<file path="config.mk">
export PLATFORM = sky130hd
export DESIGN_NAME = rabbit_keystream_out_flat
export DESIGN_NICKNAME = d
export VERILOG_FILES = /design/src/rtl/rabbit_keystream_out_if.sv /design/src/rtl/rabbit_keystream_out.sv /design/src/flat_wrapper.sv
export SDC_FILE = /design/constraint.sdc
export NUM_CORES = 1
export LEC_CHECK = 0
export BUFFER_PORTS_ARGS = -buffer_cell sky130_fd_sc_hd__buf_2
export CORE_MARGIN = 5
export CORE_UTILIZATION = 25
export CTS_CLUSTER_DIAMETER = 30
export DETAILED_ROUTE_END_ITERATION = 10
export GPL_TIMING_DRIVEN = 0
export PLACE_DENSITY = 0.45
export SYNTH_ARGS = -nofsm -noshare
export SYNTH_HDL_FRONTEND = slang
export SYNTH_SLANG_ARGS = --single-unit
export TNS_END_PERCENT = 10
</file>
<file path="constraint.sdc">
create_clock -name clk -period 7.8 [get_ports clk]
set_input_delay 1.17 -clock clk [delete_from_list [all_inputs] [get_ports clk]]
set_output_delay 1.17 -clock clk [all_outputs]
set_load 0.005 [all_outputs]
</file>
<file path="src/rtl/rabbit_keystream_out_if.sv">
// Handshake bundle for rabbit_keystream_out: state-word input side and keystream output side.
// The din lane exists only when RABBIT_XOR_EN is defined.
interface rabbit_keystream_out_if;
    logic [31:0] X0_in;
    logic [31:0] X1_in;
    logic [31:0] X2_in;
    logic [31:0] X3_in;
    logic [31:0] X4_in;
    logic [31:0] X5_in;
    logic [31:0] X6_in;
    logic [31:0] X7_in;
    logic        in_valid;
    logic        in_ready;
    logic        flush;
    logic [31:0] ks_word;
    logic        ks_valid;
    logic        ks_ready;
    logic [1:0]  ks_idx;
    logic        ks_last;
`ifdef RABBIT_XOR_EN
    logic [31:0] din;
`endif

    modport slave (
        input  X0_in, X1_in, X2_in, X3_in, X4_in, X5_in, X6_in, X7_in,
        input  in_valid, flush, ks_ready,
`ifdef RABBIT_XOR_EN
        input  din,
`endif
        output in_ready, ks_word, ks_valid, ks_idx, ks_last
    );

    modport master (
        output X0_in, X1_in, X2_in, X3_in, X4_in, X5_in, X6_in, X7_in,
        output in_valid, flush, ks_ready,
`ifdef RABBIT_XOR_EN
        output din,
`endif
        input  in_ready, ks_word, ks_valid, ks_idx, ks_last
    );
endinterface

</file>
<file path="src/rtl/rabbit_keystream_out.sv">
// Rabbit output stage: extracts the 128-bit S block from the state words and streams it as four 32-bit words.
// Optional macro RABBIT_XOR_EN: XOR each word with din, turning the block into an encrypt/decrypt stage.
module rabbit_keystream_out (
    input  logic                  clk,
    input  logic                  rst,
    rabbit_keystream_out_if.slave bus
);

    typedef enum logic {IDLE, EMIT} state_t;

    state_t       state_q, state_d;
    logic [127:0] s_q, s_d;
    logic [1:0]   idx_q, idx_d;
    logic         accept;
    logic [31:0]  s_word;

    function automatic logic [127:0] extract_s(
        input logic [31:0] x0, input logic [31:0] x1, input logic [31:0] x2, input logic [31:0] x3,
        input logic [31:0] x4, input logic [31:0] x5, input logic [31:0] x6, input logic [31:0] x7
    );
        logic [127:0] s;
        s[15:0]    = x0[15:0]  ^ x5[31:16];
        s[31:16]   = x0[31:16] ^ x3[15:0];
        s[47:32]   = x2[15:0]  ^ x7[31:16];
        s[63:48]   = x2[31:16] ^ x5[15:0];
        s[79:64]   = x4[15:0]  ^ x1[31:16];
        s[95:80]   = x4[31:16] ^ x7[15:0];
        s[111:96]  = x6[15:0]  ^ x3[31:16];
        s[127:112] = x6[31:16] ^ x1[15:0];
        return s;
    endfunction

    always_ff @(posedge clk or posedge rst) begin
        if (rst) begin
            state_q <= IDLE;
            s_q     <= '0;
            idx_q   <= '0;
        end else begin
            state_q <= state_d;
            s_q     <= s_d;
            idx_q   <= idx_d;
        end
    end

    assign accept = bus.in_valid & bus.in_ready;

    // In EMIT ks_valid is always high, so a handshake reduces to ks_ready.
    always_comb begin
        state_d = state_q;
        s_d     = s_q;
        idx_d   = idx_q;
        if (bus.flush) begin
            state_d = IDLE;
            s_d     = '0;
            idx_d   = '0;
        end else begin
            case (state_q)
                IDLE: begin
                    if (accept) begin
                        state_d = EMIT;
                        s_d     = extract_s(bus.X0_in, bus.X1_in, bus.X2_in, bus.X3_in,
                                            bus.X4_in, bus.X5_in, bus.X6_in, bus.X7_in);
                        idx_d   = '0;
                    end
                end
                EMIT: begin
                    if (bus.ks_ready) begin
                        if (idx_q == 2'd3) begin
                            idx_d = '0;
                            if (accept) begin
                                s_d = extract_s(bus.X0_in, bus.X1_in, bus.X2_in, bus.X3_in,
                                                bus.X4_in, bus.X5_in, bus.X6_in, bus.X7_in);
                            end else begin
                                state_d = IDLE;
                            end
                        end else begin
                            idx_d = idx_q + 2'd1;
                        end
                    end
                end
                default: state_d = IDLE;
            endcase
        end
    end

    always_comb begin
        s_word       = s_q[{idx_q, 5'b00000} +: 32];
        bus.ks_valid = (state_q == EMIT);
        bus.ks_idx   = idx_q;
        bus.ks_last  = (state_q == EMIT) & (idx_q == 2'd3);
        bus.in_ready = ((state_q == IDLE) |
                        ((state_q == EMIT) & (idx_q == 2'd3) & bus.ks_ready)) & ~bus.flush;
`ifdef RABBIT_XOR_EN
        bus.ks_word  = s_word ^ bus.din;
`else
        bus.ks_word  = s_word;
`endif
    end

endmodule

</file>
<file path="src/flat_wrapper.sv">
// flat-port wrapper written by rule: the top's interface ports become plain ports
module rabbit_keystream_out_flat 
  (clk, rst, bus_X0_in, bus_X1_in, bus_X2_in, bus_X3_in, bus_X4_in, bus_X5_in, bus_X6_in, bus_X7_in, bus_in_valid, bus_flush, bus_ks_ready, bus_in_ready, bus_ks_word, bus_ks_valid, bus_ks_idx, bus_ks_last);
  rabbit_keystream_out_if bus_i ();
  input  logic clk;
  input  logic rst;
  input wire logic [$bits(bus_i.X0_in)-1:0] bus_X0_in;
  input wire logic [$bits(bus_i.X1_in)-1:0] bus_X1_in;
  input wire logic [$bits(bus_i.X2_in)-1:0] bus_X2_in;
  input wire logic [$bits(bus_i.X3_in)-1:0] bus_X3_in;
  input wire logic [$bits(bus_i.X4_in)-1:0] bus_X4_in;
  input wire logic [$bits(bus_i.X5_in)-1:0] bus_X5_in;
  input wire logic [$bits(bus_i.X6_in)-1:0] bus_X6_in;
  input wire logic [$bits(bus_i.X7_in)-1:0] bus_X7_in;
  input wire logic [$bits(bus_i.in_valid)-1:0] bus_in_valid;
  input wire logic [$bits(bus_i.flush)-1:0] bus_flush;
  input wire logic [$bits(bus_i.ks_ready)-1:0] bus_ks_ready;
  output wire logic [$bits(bus_i.in_ready)-1:0] bus_in_ready;
  output wire logic [$bits(bus_i.ks_word)-1:0] bus_ks_word;
  output wire logic [$bits(bus_i.ks_valid)-1:0] bus_ks_valid;
  output wire logic [$bits(bus_i.ks_idx)-1:0] bus_ks_idx;
  output wire logic [$bits(bus_i.ks_last)-1:0] bus_ks_last;
  assign bus_i.X0_in = bus_X0_in;
  assign bus_i.X1_in = bus_X1_in;
  assign bus_i.X2_in = bus_X2_in;
  assign bus_i.X3_in = bus_X3_in;
  assign bus_i.X4_in = bus_X4_in;
  assign bus_i.X5_in = bus_X5_in;
  assign bus_i.X6_in = bus_X6_in;
  assign bus_i.X7_in = bus_X7_in;
  assign bus_i.in_valid = bus_in_valid;
  assign bus_i.flush = bus_flush;
  assign bus_i.ks_ready = bus_ks_ready;
  assign bus_in_ready = bus_i.in_ready;
  assign bus_ks_word = bus_i.ks_word;
  assign bus_ks_valid = bus_i.ks_valid;
  assign bus_ks_idx = bus_i.ks_idx;
  assign bus_ks_last = bus_i.ks_last;
  rabbit_keystream_out u_core (.clk(clk), .rst(rst), .bus(bus_i));
endmodule
</file>
==> impl_metrics.tcl <==
set metrics [dict create \
    outcome "finished, final reports clean" \
    min_period_ps 3420 \
    final_common_cell "buf_2" \
    cts_tree "built" \
    route.antenna.remaining_nets 0 \
    cpPeakStageDelay_ps 630 \
    routed_via_density 4.42 \
    critPathArrivalTime_ps 2250 \
    total_via_count_after_detailed_routing 5015 \
    path_delay_family "buffers and inverters" \
    cp_num_cells 4 \
    postCtsResizedCells 0 \
    fmaxAchievable_mhz 293 \
    timing_worst_slew_pin_value_ps 799 \
    crit_path_cell_trace "buf_2 > clkbuf_1 > mux4_2 > buf_2" \
    grt_start_max_net_pins 68 \
    die_w_um 173 \
    cts.repair_timing.setup_buffer_count 0 \
    grt_overflow 0 \
    worst-r2r-cell-count 6 \
    max_slew_margin_pct 46.7 \
    layout-drive-gt1-share_pct 49.6 \
    route.detailed.drc 0 \
    cts-buffers-inserted 17 \
    seq_area_frac_synth_pct 49.5 \
    drv.max_cap_violation_count 0 \
    synth_nets 733 \
    drtIter0Drc 147 \
    core.rowCount 59 \
    yosys_warning_total 0 \
    clock_sink_count 131 \
    post-route-period-util_pct 43.8 \
    multi_input_area_um2 3070 \
    fin_skew_ps 13.8 \
    critical_path_required_ps 6630 \
    cts.path.max_buffers 2 \
    area.growth.synth_to_final_pct 39.4 \
    path_max_fanout 10 \
    element_type_at_the_critical_path_end "output pin" \
    die_span_y_um 173 \
    hold_buffers 0 \
    dp_worst_setup_slack_ps 4760 \
    place_hpwl_um 15700 \
    final.setup.worst_slack_ps 4380 \
    powerDensity_nw_per_um2 213 \
    gr-usage-all-layers_pct 14.2 \
    routed_wire_length_per_instance_um 18.8 \
    layout.cells.most_common_list "buf_2, dfrtp_1, xor2_1, a22o_1, mux4_2" \
    post_synth.cell_area_avg_um2 14.1 \
    max_slew_violations 0 \
    fillerInstances 2622 \
    hold_viol 0 \
    final-setup-viol-count 0 \
    seq_area_um2 3280 \
    num-nets-final 1050 \
    design.die.area_um2 29800 \
    hold_path_class "flip-flop to flip-flop" \
    total_leakage_power_nw 4.73 \
    start_util_pct 25.4 \
    num_io_pins 298 \
    io_buffer_count 297 \
    core_um2 26100 \
    hold_depth 1 \
    place.gp.congestion 0.677 \
    post_synth_inst_count 471 \
    cts-htree-levels 4 \
    cpMostUsedCell "buf_2" \
    number_of_search_and_repair_iterations_in_the_first_detailed_routing_pass 4 \
    antenna_cells 0 \
    synth-seq-cells 131 \
    clk_transition_reported_paths_ps 60 \
    grt_setup_unrepaired "false" \
    antenna_found_initial 0 \
    critical_path.n_buffers_inverters 3 \
    startpoint_type "flip-flop" \
    ir_drop_uv 118 \
    crit_path_top_delay_cell "clkbuf_1" \
    clkLatencyLatePin_ps 420 \
    synth.cell_area_um2 6620 \
    ctsRootBufferMaster "clkbuf_16" \
    synth_cell_types 18 \
    setup_tns_ps 0 \
    critPathKind "flip-flop to output pin" \
    grt_first_pass_wirelength_um 33200 \
    first_global_vias 5617 \
    wl_um 21300 \
]
## cell families (layout without fill, tap and decap cells)
kind of cell    after synthesis  after routing  synth area share, %
xor+xnor                    128            128                 16.9
compound gates              132            132                 17.6
simple gates                  8              8                0.586
fa+ha+maj                     1              1                0.189
buf+inv                      38            367                 4.14
mux                          33             33                 11.0
flops                       131            131                 49.5
## Yosys cell counts (all sizes together)
library cell | count | area, um^2
ha | 1 | 12.5
a32oi | 2 | 17.5
and2 | 1 | 6.26
mux4 | 32 | 721
clkbuf | 2 | 7.51
mux2i | 1 | 10.0
nor2 | 6 | 22.5
a22o | 128 | 1120
a21boi | 1 | 18.8
dfrtp | 131 | 3280
xor2 | 128 | 1120
nor3 | 1 | 10.0
buf | 34 | 259
o21ba | 1 | 10.0
inv | 2 | 7.51
## metrics by stage
stage	std cells	util [%]	instance area (um^2)	total power [mW]	hold WS (ps)
2_1_floorplan	471	-	6620	0.908	467
3_3_place_gp	1103	32.7	8530	1.06	482
3_5_place_dp	1104	32.9	8560	1.06	485
4_1_cts	1135	35.4	9230	1.99	502
5_1_grt	1135	35.4	9230	2.06	512
6_report	1135	35.4	9230	1.96	497
## power breakdown
| group | switching [mW] | internal, mW |
|---|---|---|
| clock network | 0.312 | 0.608 |
| registers | 0.0282 | 0.727 |
| logic | 0.139 | 0.150 |
## state kept, by name (all words and copies together), names as in the netlist
name                 flops
u_core.bus.ks_idx        2
u_core.bus.ks_valid      1
u_core.s_q             128
## final timing paths
path / endpoint / slack, ps / startpoint
max in group asynchronous: u_core.s_q[33] / 6200 / rst
setup reg to reg: u_core.s_q[9] / 5840 / u_core.bus.ks_idx[0]
min in group asynchronous: u_core.s_q[117] / 830 / rst
hold / removal: u_core.s_q[33] / 500 / u_core.s_q[33]
hold reg to reg: u_core.s_q[33] / 500 / u_core.s_q[33]
setup / recovery: bus_ks_word[12] / 4380 / u_core.bus.ks_idx[0]
## metal layers
layer	part of all wire [%]	routed length, um	global-route usage (%)	vias to the layer above
li1	-	-	-	2418
met1	45	9620	19.1	2396
met2	47	10100	22.5	188
met3	6.2	1310	4.06	13
met4	1.2	253	3.73	0
met5	0	0	0	-
## area by class of cell
type	instances	share of cell area [%]
well taps	335	4.54
multi-input cells	302	33.3
flip-flops and latches	131	35.5
clock inverters	12	2.49
clock buffers	19	4.80
plain buffers	36	2.89
inverters	2	0.136
repair buffers	298	16.4
(Power assumes the default switching activity.)
